`src/rtl/logic_block_config_loader_if.sv`:
```
// Bus bundle between a configuration bitstream source and the logic block
// configuration loader: serial bit handshake, write port and status.
interface logic_block_config_loader_if;
    logic        cfg_bit;
    logic        cfg_bit_valid;
    logic        cfg_bit_ready;
    logic        cfg_we;
    logic [3:0]  cfg_addr;
    logic [6:0]  cfg_data;
    logic [15:0] loaded_map;
    logic        all_loaded;
    logic        err;
    logic [1:0]  err_code;
    logic        err_clr;
    logic [7:0]  frame_cnt;

    modport master (
        output cfg_bit, cfg_bit_valid, err_clr,
        input  cfg_bit_ready, cfg_we, cfg_addr, cfg_data, loaded_map,
               all_loaded, err, err_code, frame_cnt
    );

    modport slave (
        input  cfg_bit, cfg_bit_valid, err_clr,
        output cfg_bit_ready, cfg_we, cfg_addr, cfg_data, loaded_map,
               all_loaded, err, err_code, frame_cnt
    );
endinterface

```
`src/rtl/logic_block_config_loader.sv`:
```
// Serial configuration loader: hunts for the A5 sync byte, gathers addr /
// route_sel / lut / chk fields, validates them and writes one logic block.
module logic_block_config_loader #(
    parameter int NUM_BLOCKS = 16
) (
    input  logic                          clk,
    input  logic                          rst_n,
    logic_block_config_loader_if.slave    bus
);

    localparam logic [2:0]  ST_HUNT  = 3'd0;
    localparam logic [2:0]  ST_ADDR  = 3'd1;
    localparam logic [2:0]  ST_DATA  = 3'd2;
    localparam logic [2:0]  ST_CHECK = 3'd3;
    localparam logic [2:0]  ST_WRITE = 3'd4;
    localparam logic [7:0]  SYNC     = 8'hA5;
    localparam logic [4:0]  NB       = 5'(NUM_BLOCKS);
    localparam logic [15:0] MAP_MASK = 16'((32'd1 << NUM_BLOCKS) - 32'd1);

    function automatic logic [3:0] frame_chk(input logic [3:0] a,
                                             input logic [2:0] rs,
                                             input logic [3:0] lut);
        return a ^ lut ^ {1'b0, rs};
    endfunction

    logic [2:0]  state_q, state_d;
    logic [2:0]  cnt_q, cnt_d;
    logic [7:0]  win_q, win_d;
    logic [3:0]  addr_q, addr_d;
    logic [6:0]  data_q, data_d;
    logic [3:0]  chk_q, chk_d;
    logic        ready_q, ready_d;
    logic        we_q, we_d;
    logic [3:0]  cfg_addr_q, cfg_addr_d;
    logic [6:0]  cfg_data_q, cfg_data_d;
    logic [15:0] map_q, map_d;
    logic        all_q, all_d;
    logic        err_q, err_d;
    logic [1:0]  code_q, code_d;
    logic [7:0]  fcnt_q, fcnt_d;
    logic        accept_s;

    assign accept_s = bus.cfg_bit_valid & ready_q;

    // Next-state, field assembly, frame evaluation and status update
    always_comb begin
        state_d    = state_q;
        cnt_d      = cnt_q;
        win_d      = win_q;
        addr_d     = addr_q;
        data_d     = data_q;
        chk_d      = chk_q;
        we_d       = 1'b0;
        cfg_addr_d = cfg_addr_q;
        cfg_data_d = cfg_data_q;
        map_d      = map_q;
        fcnt_d     = fcnt_q;
        if (bus.err_clr) begin
            err_d  = 1'b0;
            code_d = 2'b00;
        end else begin
            err_d  = err_q;
            code_d = code_q;
        end

        case (state_q)
            ST_HUNT: begin
                if (accept_s) begin
                    win_d = {win_q[6:0], bus.cfg_bit};
                    if (win_d == SYNC) begin
                        state_d = ST_ADDR;
                        cnt_d   = 3'd0;
                    end else begin
                        state_d = ST_HUNT;
                    end
                end else begin
                    state_d = ST_HUNT;
                end
            end
            ST_ADDR: begin
                if (accept_s) begin
                    addr_d = {addr_q[2:0], bus.cfg_bit};
                    if (cnt_q == 3'd3) begin
                        state_d = ST_DATA;
                        cnt_d   = 3'd0;
                    end else begin
                        cnt_d = cnt_q + 3'd1;
                    end
                end else begin
                    state_d = ST_ADDR;
                end
            end
            ST_DATA: begin
                if (accept_s) begin
                    data_d = {data_q[5:0], bus.cfg_bit};
                    if (cnt_q == 3'd6) begin
                        state_d = ST_CHECK;
                        cnt_d   = 3'd0;
                    end else begin
                        cnt_d = cnt_q + 3'd1;
                    end
                end else begin
                    state_d = ST_DATA;
                end
            end
            ST_CHECK: begin
                // cnt_q == 4 marks the evaluation cycle (ready held low)
                if (cnt_q == 3'd4) begin
                    cnt_d = 3'd0;
                    if (chk_q != frame_chk(addr_q, data_q[6:4], data_q[3:0])) begin
                        err_d   = 1'b1;
                        code_d  = 2'b01;
                        state_d = ST_HUNT;
                        win_d   = 8'h00;
                    end else if (data_q[6:5] == 2'b11) begin
                        err_d   = 1'b1;
                        code_d  = 2'b10;
                        state_d = ST_HUNT;
                        win_d   = 8'h00;
                    end else if ({1'b0, addr_q} >= NB) begin
                        err_d   = 1'b1;
                        code_d  = 2'b11;
                        state_d = ST_HUNT;
                        win_d   = 8'h00;
                    end else begin
                        state_d    = ST_WRITE;
                        we_d       = 1'b1;
                        cfg_addr_d = addr_q;
                        cfg_data_d = data_q;
                    end
                end else if (accept_s) begin
                    chk_d = {chk_q[2:0], bus.cfg_bit};
                    cnt_d = cnt_q + 3'd1;
                end else begin
                    state_d = ST_CHECK;
                end
            end
            ST_WRITE: begin
                map_d = map_q | (16'h0001 << cfg_addr_q);
                if (fcnt_q != 8'hFF) begin
                    fcnt_d = fcnt_q + 8'd1;
                end else begin
                    fcnt_d = fcnt_q;
                end
                state_d = ST_HUNT;
                win_d   = 8'h00;
                cnt_d   = 3'd0;
            end
            default: begin
                state_d = ST_HUNT;
                win_d   = 8'h00;
                cnt_d   = 3'd0;
            end
        endcase

        ready_d = !((state_d == ST_WRITE) || ((state_d == ST_CHECK) && (cnt_d == 3'd4)));
        all_d   = ((map_d & MAP_MASK) == MAP_MASK);
    end

    // State and output registers
    always_ff @(posedge clk or negedge rst_n) begin
        if (!rst_n) begin
            state_q    <= ST_HUNT;
            cnt_q      <= 3'd0;
            win_q      <= 8'h00;
            addr_q     <= 4'h0;
            data_q     <= 7'h00;
            chk_q      <= 4'h0;
            ready_q    <= 1'b0;
            we_q       <= 1'b0;
            cfg_addr_q <= 4'h0;
            cfg_data_q <= 7'h00;
            map_q      <= 16'h0000;
            all_q      <= 1'b0;
            err_q      <= 1'b0;
            code_q     <= 2'b00;
            fcnt_q     <= 8'h00;
        end else begin
            state_q    <= state_d;
            cnt_q      <= cnt_d;
            win_q      <= win_d;
            addr_q     <= addr_d;
            data_q     <= data_d;
            chk_q      <= chk_d;
            ready_q    <= ready_d;
            we_q       <= we_d;
            cfg_addr_q <= cfg_addr_d;
            cfg_data_q <= cfg_data_d;
            map_q      <= map_d;
            all_q      <= all_d;
            err_q      <= err_d;
            code_q     <= code_d;
            fcnt_q     <= fcnt_d;
        end
    end

    assign bus.cfg_bit_ready = ready_q;
    assign bus.cfg_we        = we_q;
    assign bus.cfg_addr      = cfg_addr_q;
    assign bus.cfg_data      = cfg_data_q;
    assign bus.loaded_map    = map_q;
    assign bus.all_loaded    = all_q;
    assign bus.err           = err_q;
    assign bus.err_code      = code_q;
    assign bus.frame_cnt     = fcnt_q;

endmodule

```
`src/flat_wrapper.sv`:
```
// flat-port wrapper written by rule: the top's interface ports become plain ports
module logic_block_config_loader_flat 
#(
    parameter int NUM_BLOCKS = 16
)
  (clk, rst_n, bus_cfg_bit, bus_cfg_bit_valid, bus_err_clr, bus_cfg_bit_ready, bus_cfg_we, bus_cfg_addr, bus_cfg_data, bus_loaded_map, bus_all_loaded, bus_err, bus_err_code, bus_frame_cnt);
  logic_block_config_loader_if bus_i ();
  input  logic clk;
  input  logic rst_n;
  input wire logic [$bits(bus_i.cfg_bit)-1:0] bus_cfg_bit;
  input wire logic [$bits(bus_i.cfg_bit_valid)-1:0] bus_cfg_bit_valid;
  input wire logic [$bits(bus_i.err_clr)-1:0] bus_err_clr;
  output wire logic [$bits(bus_i.cfg_bit_ready)-1:0] bus_cfg_bit_ready;
  output wire logic [$bits(bus_i.cfg_we)-1:0] bus_cfg_we;
  output wire logic [$bits(bus_i.cfg_addr)-1:0] bus_cfg_addr;
  output wire logic [$bits(bus_i.cfg_data)-1:0] bus_cfg_data;
  output wire logic [$bits(bus_i.loaded_map)-1:0] bus_loaded_map;
  output wire logic [$bits(bus_i.all_loaded)-1:0] bus_all_loaded;
  output wire logic [$bits(bus_i.err)-1:0] bus_err;
  output wire logic [$bits(bus_i.err_code)-1:0] bus_err_code;
  output wire logic [$bits(bus_i.frame_cnt)-1:0] bus_frame_cnt;
  assign bus_i.cfg_bit = bus_cfg_bit;
  assign bus_i.cfg_bit_valid = bus_cfg_bit_valid;
  assign bus_i.err_clr = bus_err_clr;
  assign bus_cfg_bit_ready = bus_i.cfg_bit_ready;
  assign bus_cfg_we = bus_i.cfg_we;
  assign bus_cfg_addr = bus_i.cfg_addr;
  assign bus_cfg_data = bus_i.cfg_data;
  assign bus_loaded_map = bus_i.loaded_map;
  assign bus_all_loaded = bus_i.all_loaded;
  assign bus_err = bus_i.err;
  assign bus_err_code = bus_i.err_code;
  assign bus_frame_cnt = bus_i.frame_cnt;
  logic_block_config_loader #(.NUM_BLOCKS(NUM_BLOCKS)) u_core (.clk(clk), .rst_n(rst_n), .bus(bus_i));
endmodule
```
`config.mk`:
```
export PLATFORM = sky130hd
export DESIGN_NAME = logic_block_config_loader_flat
export DESIGN_NICKNAME = d
export VERILOG_FILES = /design/src/rtl/logic_block_config_loader_if.sv /design/src/rtl/logic_block_config_loader.sv /design/src/flat_wrapper.sv
export SDC_FILE = /design/constraint.sdc
export NUM_CORES = 1
export LEC_CHECK = 0
export CAP_MARGIN = 10
export CORE_ASPECT_RATIO = 1.4
export CORE_MARGIN = 4
export CORE_UTILIZATION = 55
export DETAILED_ROUTE_END_ITERATION = 10
export MAX_ROUTING_LAYER = met4
export PLACE_DENSITY = 0.86
export SYNTH_ARGS = -nofsm -noshare
export SYNTH_HDL_FRONTEND = slang
export SYNTH_SLANG_ARGS = --single-unit
```
`constraint.sdc`:
```
create_clock -name clk -period 2.65 [get_ports clk]
set_input_delay 0.265 -clock clk [delete_from_list [all_inputs] [get_ports clk]]
set_output_delay 0.265 -clock clk [all_outputs]
set_load 0.02 [all_outputs]
```
[Yosys cells after proc, flatten, opt, wreduce, memory -nomap -nowiden]
Cells that the tools add are included.
Operators by class
  $add $sub $neg: 2
  multiply operators: 0
  divide/modulo/power cells: 0
  $lt $le $gt $ge: 0
  eq/ne operators: 18
  shifts and indexed selects: 1
  multiplexer cells: 40
  bitwise operators: 8
  reductions and logical operators: 11
Operators with widths (number)
  two-way mux 3 bit: 16
  two-way mux 7 bit: 4
  case mux 3 bit (4 select lines): 2
  case mux 7 bit (3 select lines): 1
  == test 16 bit (second input constant): 1
  two-way mux 16 bit: 1
  bitwise OR 16 bit: 1
  << shifter 1 x 4 -> 16 bit (first input constant): 1
  == test 3 bit (second input constant): 5
  == test 3 x 2 -> 1 bit (second input constant): 4
  two-way mux 1 bit: 11
  two-way mux 2 bit: 5
  adder 8 x 1 -> 8 bit (second input constant): 1
  == test 8 bit (second input constant): 1
  inequality test 8 bit (second input constant): 1
  AND reduction 4 bit: 2
  AND reduction 2 bit: 3
  inequality test 2 x 1 -> 1 bit (second input constant): 2
  inequality test 4 bit: 1
  inverter 1 bit: 4
  bitwise XOR 4 x 3 -> 4 bit: 1
  bitwise XOR 4 bit: 1
  adder 3 x 1 -> 3 bit (second input constant): 1
  == test 3 x 1 -> 1 bit (second input constant): 1
  9 further kinds: 9
Word-level totals
  register bits: 69
  latch bits: 0
  RAM bits: 0
  bits in read-only memories: 0
  bits of input ports: 5
  output and inout port bits: 41
  logic and storage cells: 95
  memories kept: 0

[Longest topological paths before layout]
  depth after elaboration: 10
  mapped depth: 8
  mapped depth without buffers: 8

[Worst setup path before layout]
Ideal clock, no wire load.
  kind: register to register
  start point: reg u_core.data_q[6]
  end point: reg u_core.cfg_addr_q[2], in the netlist u_core.bus.cfg_addr[2]
  library setup time: 0.125 ns
  data arrival time: 1.831 ns
  required time: 2.525 ns
  path slack: 0.694 ns
  cell stages (with the launch flop): 8
  path buffers: 1
  period minus slack after synthesis: 1.956 ns
  path through: dfrtp_1 -> xnor2_1 -> xnor2_2 -> nand4_2 -> or3_4 -> clkinv_2 -> buf_12 -> mux2_4
Between the ends
  word-level cells in the longest chain between the ends: 4
  elaborated cells between the ends (all ways): 6
  those cells by class: eq/ne: 2; bitwise: 3; reduce/logical: 1
RTL lines
  start: declaration: RTL line logic_block_config_loader.sv:30  | logic [6:0] data_q, data_d;
  start signal: assignment: RTL line logic_block_config_loader.sv:183  | data_q <= data_d;
  bitwise XOR 4 x 3 -> 4 bit: RTL line logic_block_config_loader.sv:23  | return a ^ lut ^ {1'b0, rs};
  inequality test 4 bit: RTL line logic_block_config_loader.sv:110  | if (chk_q != frame_chk(addr_q, data_q[6:4], data_q[3:0])) begin
  inverter 1 bit (no line)
  AND reduction 4 bit (no line) *
  end signal: assignment: RTL line logic_block_config_loader.sv:187  | cfg_addr_q <= cfg_addr_d;
  end: declaration: RTL line logic_block_config_loader.sv:34  | logic [3:0] cfg_addr_q, cfg_addr_d;
Every way passes the cells marked *; elsewhere a longest branch is shown, timed or not.
A chain may end at the register's enable or synchronous reset.

[Worst setup path in the final report]
  start point: reg u_core.addr_q[3]
  end point: reg u_core.cfg_addr_q[0], in the netlist u_core.bus.cfg_addr[0]
Between the ends
  word-level cells in the longest chain between the ends: 5
RTL lines
  start: declaration: RTL line logic_block_config_loader.sv:29  | logic [3:0] addr_q, addr_d;
  start signal: assignment: RTL line logic_block_config_loader.sv:182  | addr_q <= addr_d;
  bitwise XOR 4 bit: RTL line logic_block_config_loader.sv:23
  bitwise XOR 4 x 3 -> 4 bit: RTL line logic_block_config_loader.sv:23
  inequality test 4 bit: RTL line logic_block_config_loader.sv:110
  inverter 1 bit (no line)
  AND reduction 4 bit (no line)
No other way between the ends.

==> results by stage <==
Global routing:
- The global-route track usage on met2 is 31.8%.
- The pin count of the biggest net entering global routing is 70.
- The total routing usage reported by global routing is 20.0%.
- The met3 track demand over resource in global routing is 4.59%.
- The layer flagged by global routing as most heavily used is met2.
- The number of antenna violations at the first check in global routing is 0.
- The number of global-route vias before repair is 2412.
- The aggregate global routing overflow is 0.
- The first-pass GRT wire length is 11.2 mm.
- Global routing used 24.2% of the available met1 tracks.

CTS:
- TritonCTS built the clock tree.
- The H-tree level count is 3.
- Clock-pin slew was measured on the worst setup and hold paths at 0.07 ns.
- CTS placed an instance of sky130_fd_sc_hd__clkbuf_8 at the clock tree root.
- In this run the deepest clock path goes through 2 buffers.
- The insertion delay of the later-clocked pin in the worst-skew pair is 0.34 ns.
- The number of buffers added to fix hold violations after cts is 0.
- The clock buffer count from CTS is 9.
- In this run the post-CTS setup repair buffer count came out at 0.
- Counting every sink on the clock net gives 69.
- Gates resized during post-CTS repair numbered 0.

Placement:
- The wire-length estimate of the detail-placed layout is 4.70 mm.
- The standard cell area after detailed placement is 0.00388 mm2.
- The count of buffers added on input and output ports is 45.
- The congestion estimate from routability-driven global placement came to 0.903.

Worst setup path:
- Across all register-to-register paths, the minimum setup slack is 0.45 ns.
- The slowest stage of the critical path belongs to the cell sky130_fd_sc_hd__or3_4.
- At the worst endpoint, the arrival time is 2.43 ns.
- The critical path launch point type is a flip-flop.
- The number of buffers and inverters on the critical path is 1.
- The worst setup path is of the reg2reg kind.
- The logic depth of the worst register-to-register path is 6.
- Counting buffers and inverters, the worst setup path is 6 cells deep.
- In this design, the stage delay of the slowest critical-path cell is 0.43 ns.
- Walking the worst path, the cells encountered are xor2_1, xnor2_1, nand4_2, or3_4, clkinv_2, mux2_2.
- Data on the critical path is required at its endpoint by 2.88 ns.
- The endpoint identified for the worst register-to-register timing path is u_core.bus.cfg_addr[0]$_DFFE_PN0P_.
- The source of the worst register-to-register timing path is u_core.addr_q[3]$_DFFE_PN0P_.
- The kind of cell with the highest combined delay along the critical path is simple AND/OR/NAND/NOR gates.
- In this run the worst path has a maximum fanout of 12.
- The endpoint class of the critical path is a flip-flop.

Floorplan:
- The die covers 0.00751 mm2.
- The starting density of the core is 57.1%.
- The floorplan step set the die width to 74.4 um.
- The number of placement rows is 33.
- The die is 101 um tall.
- After floorplanning, the core was sized to cover 0.00595 mm2.
- The I/O pin count is 46.

Drt:
- The routed length per placed instance is 16.3 um.
- The number of DRC violations after detailed routing is 0.
- The final routed wirelength across all metal layers is 6.58 mm.
- The initial detailed-routing violation count is 160.
- Before antenna repair, the detailed router went through 4 iterations.
- Using the TritonRoute via totals, the vias-per-cell ratio works out to 5.85.
- Once detail routing completed, the nets flagged for antenna violations numbered 0.
- The via count is 2359.

Outcome:
- The flow ran to the end, and the final reports show no timing, DRC or antenna violations.

Logic synthesis:
- After synthesis, flip-flops and latches occupy 50.9% of the total area.
- The most frequently used flop master after synthesis is sky130_fd_sc_hd__dfrtp_1.
- In the post-synthesis netlist, the biggest area contributors are sky130_fd_sc_hd__dfrtp_1, sky130_fd_sc_hd__mux2_2, sky130_fd_sc_hd__mux2_4, sky130_fd_sc_hd__mux2i_1, sky130_fd_sc_hd__nand2_1.
- The cell count after synthesis came out at 282.
- For this run, the number of Yosys warnings is 0.
- The netlist uses 56 different library cells.
- Of all cell types, the one taking the most synthesized area is sky130_fd_sc_hd__dfrtp_1.
- The most common cell in the synthesized netlist is sky130_fd_sc_hd__dfrtp_1.
- The commonest cells after synthesis are sky130_fd_sc_hd__dfrtp_1, sky130_fd_sc_hd__nand2_1, sky130_fd_sc_hd__mux2_2.
- The synthesized net count is 293.
- The average size of a mapped cell is 12.0 um2.
- The mapped netlist covers 0.00339 mm2.
- The share of synthesized registers carrying an async set or reset is 100%.
- The synthesized design contains 0 enable-type register cells.
- Of the post-synthesis cell area, the dominant cell type holds 50.9%.
- The synthesized flop and latch total is 69.

Pwr:
- Per report_power, the combinational group accounts for 19.1% of the total.
- The leakage power total is 0.00198 uW.
- IR analysis of the VDD net gives a maximum drop of 0.480 mV.
- Registers are responsible for 50.6% of the overall power.
- The clock network accounts for 30.3% of the total power.
- The switching power total is 711 uW.
- For this design the ratio of total power to cell area is 605 mW/mm2.
- The net switching share of the total power is 29.0%.
- The cell internal power dissipation is 1740 uW.

Final layout:
- The area growth from synthesis to layout is 19.3%.
- The antenna diode instance count is 0.
- The final net count is 341.
- Summing all non-filler instances in the final layout gives an area of 0.00405 mm2.
- The fraction of layout instances using a drive strength above 1 is 21.3%.

Timing:
- Setup violations remaining at the end of the flow were counted as 0.
- The count of final max-slew check failures is 0.
- Setup repair after global routing left no endpoint under its margin.
- The number of hold-slack violations in the final timing report is 0.
- The post-route clock skew is 0.00434 ns.
- The worst pin sits at a relative slew slack of 43.4%.
- At the pin with the least slew margin, the transition time is 0.849 ns.
- In the final timing run, aggregate negative setup slack is 0 ns.
- Timing would allow up to 454 MHz.
- The routed design could run at a clock period as short as 2.20 ns.
- Dividing the final minimum period by the clock period gives 83.1%.

Flow run:
- The max capacitance violation total is 0.

Worst hold path:
- The class of the worst hold path is in2async.
logic make-up (layout without fill, tap and decap cells):
logic type	after synthesis	after routing	synth area share, %
compound gates	42	42	9.95
xor+xnor	18	18	4.87
fa+ha+maj	6	6	2.21
buf+inv	27	78	4.09
flops	69	69	50.9
mux	42	42	14.5
simple gates	78	78	13.5
placed cells by master (no fill, tap or decap), types with 3 or more instances in the layout:
cell / n
sky130_fd_sc_hd__dfrtp_1: 69
sky130_fd_sc_hd__clkdlybuf4s50_1: 44
sky130_fd_sc_hd__nand2_1: 25
sky130_fd_sc_hd__mux2_2: 22
sky130_fd_sc_hd__inv_1: 12
sky130_fd_sc_hd__nor2_1: 11
sky130_fd_sc_hd__mux2i_1: 11
sky130_fd_sc_hd__clkbuf_8: 11
sky130_fd_sc_hd__xnor2_1: 10
sky130_fd_sc_hd__a21o_1: 9
sky130_fd_sc_hd__mux2_4: 9
sky130_fd_sc_hd__nand3_1: 7
sky130_fd_sc_hd__xor2_1: 7
sky130_fd_sc_hd__a31o_2: 6
sky130_fd_sc_hd__ha_1: 6
sky130_fd_sc_hd__buf_4: 6
sky130_fd_sc_hd__a32oi_1: 5
sky130_fd_sc_hd__nor2b_1: 4
sky130_fd_sc_hd__nand4_1: 4
sky130_fd_sc_hd__a21oi_1: 3
sky130_fd_sc_hd__nor3_1: 3
sky130_fd_sc_hd__nand2b_1: 3
sky130_fd_sc_hd__clkinv_2: 3
sky130_fd_sc_hd__a22oi_1: 3
stage by stage:
| step | util [%] | worst slack, ns | cells | hold WS (ns) | total power, uW |
|---|---|---|---|---|---|
| 2_1_floorplan | - | 0.694 | 282 | -0.0306 | 1600 |
| 3_3_place_gp | 65.3 | 0.539 | 389 | 0.458 | 1710 |
| 3_5_place_dp | 65.3 | 0.435 | 389 | 0.464 | 1730 |
| 4_1_cts | 68.1 | 0.412 | 403 | 0.142 | 2470 |
| 5_1_grt | 68.1 | 0.309 | 403 | 0.182 | 2590 |
| 6_report | 68.1 | 0.447 | 403 | 0.110 | 2450 |
worst max path at each step:
stage	from	end	slack [ns]
CTS	u_core.addr_q[3]$_DFFE_PN0P_	u_core.bus.cfg_addr[0]$_DFFE_PN0P_	0.41
detailed placement	u_core.addr_q[3]$_DFFE_PN0P_	u_core.bus.cfg_addr[0]$_DFFE_PN0P_	0.44
finish	u_core.addr_q[3]$_DFFE_PN0P_	u_core.bus.cfg_addr[0]$_DFFE_PN0P_	0.45
global placement	u_core.addr_q[2]$_DFFE_PN0P_	u_core.bus.cfg_addr[0]$_DFFE_PN0P_	0.54
floorplan	u_core.data_q[6]$_DFFE_PN0P_	u_core.bus.cfg_addr[2]$_DFFE_PN0P_	0.69
global route	u_core.addr_q[3]$_DFFE_PN0P_	u_core.bus.cfg_addr[0]$_DFFE_PN0P_	0.31
metal layers:
metal / up-vias / part of all wire [%]
met4: 0 / 2.4
met5: - / 0
met3: 17 / 4.6
met2: 64 / 51
li1: 1104 / -
met1: 1174 / 42
flip-flops by register name (all words and copies together) (netlist names):
signal                    count
u_core.data_q                 7
u_core.win_q                  7
u_core.bus.err_code           2
u_core.bus.cfg_data           7
u_core.bus.cfg_we             1
u_core.state_q                3
u_core.bus.err                1
u_core.cnt_q                  3
u_core.bus.cfg_bit_ready      1
u_core.bus.all_loaded         1
u_core.bus.loaded_map        16
u_core.chk_q                  4
u_core.bus.frame_cnt          8
u_core.addr_q                 4
u_core.bus.cfg_addr           4
cell type report:
type / count / area (um2)
Multi-Input combinational cell: 186 / 1530
Inverter: 13 / 50.0
Tap cell: 70 / 87.6
Sequential cell: 69 / 1730
Timing Repair Buffer: 51 / 490
Clock buffer: 12 / 155
Fill cell: 449 / 1900
Clock inverter: 2 / 10.0
power by group through the flow:
stage | sequential, uW | clock (uW) | combinational [uW]
finish | 1240 | 742 | 468
global route | 1260 | 805 | 526
CTS | 1240 | 758 | 471
detailed placement | 1260 | 0 | 468
global placement | 1250 | 0 | 451
floorplan | 1220 | 0 | 377
Note: power is estimated with default switching activity, not from simulation.
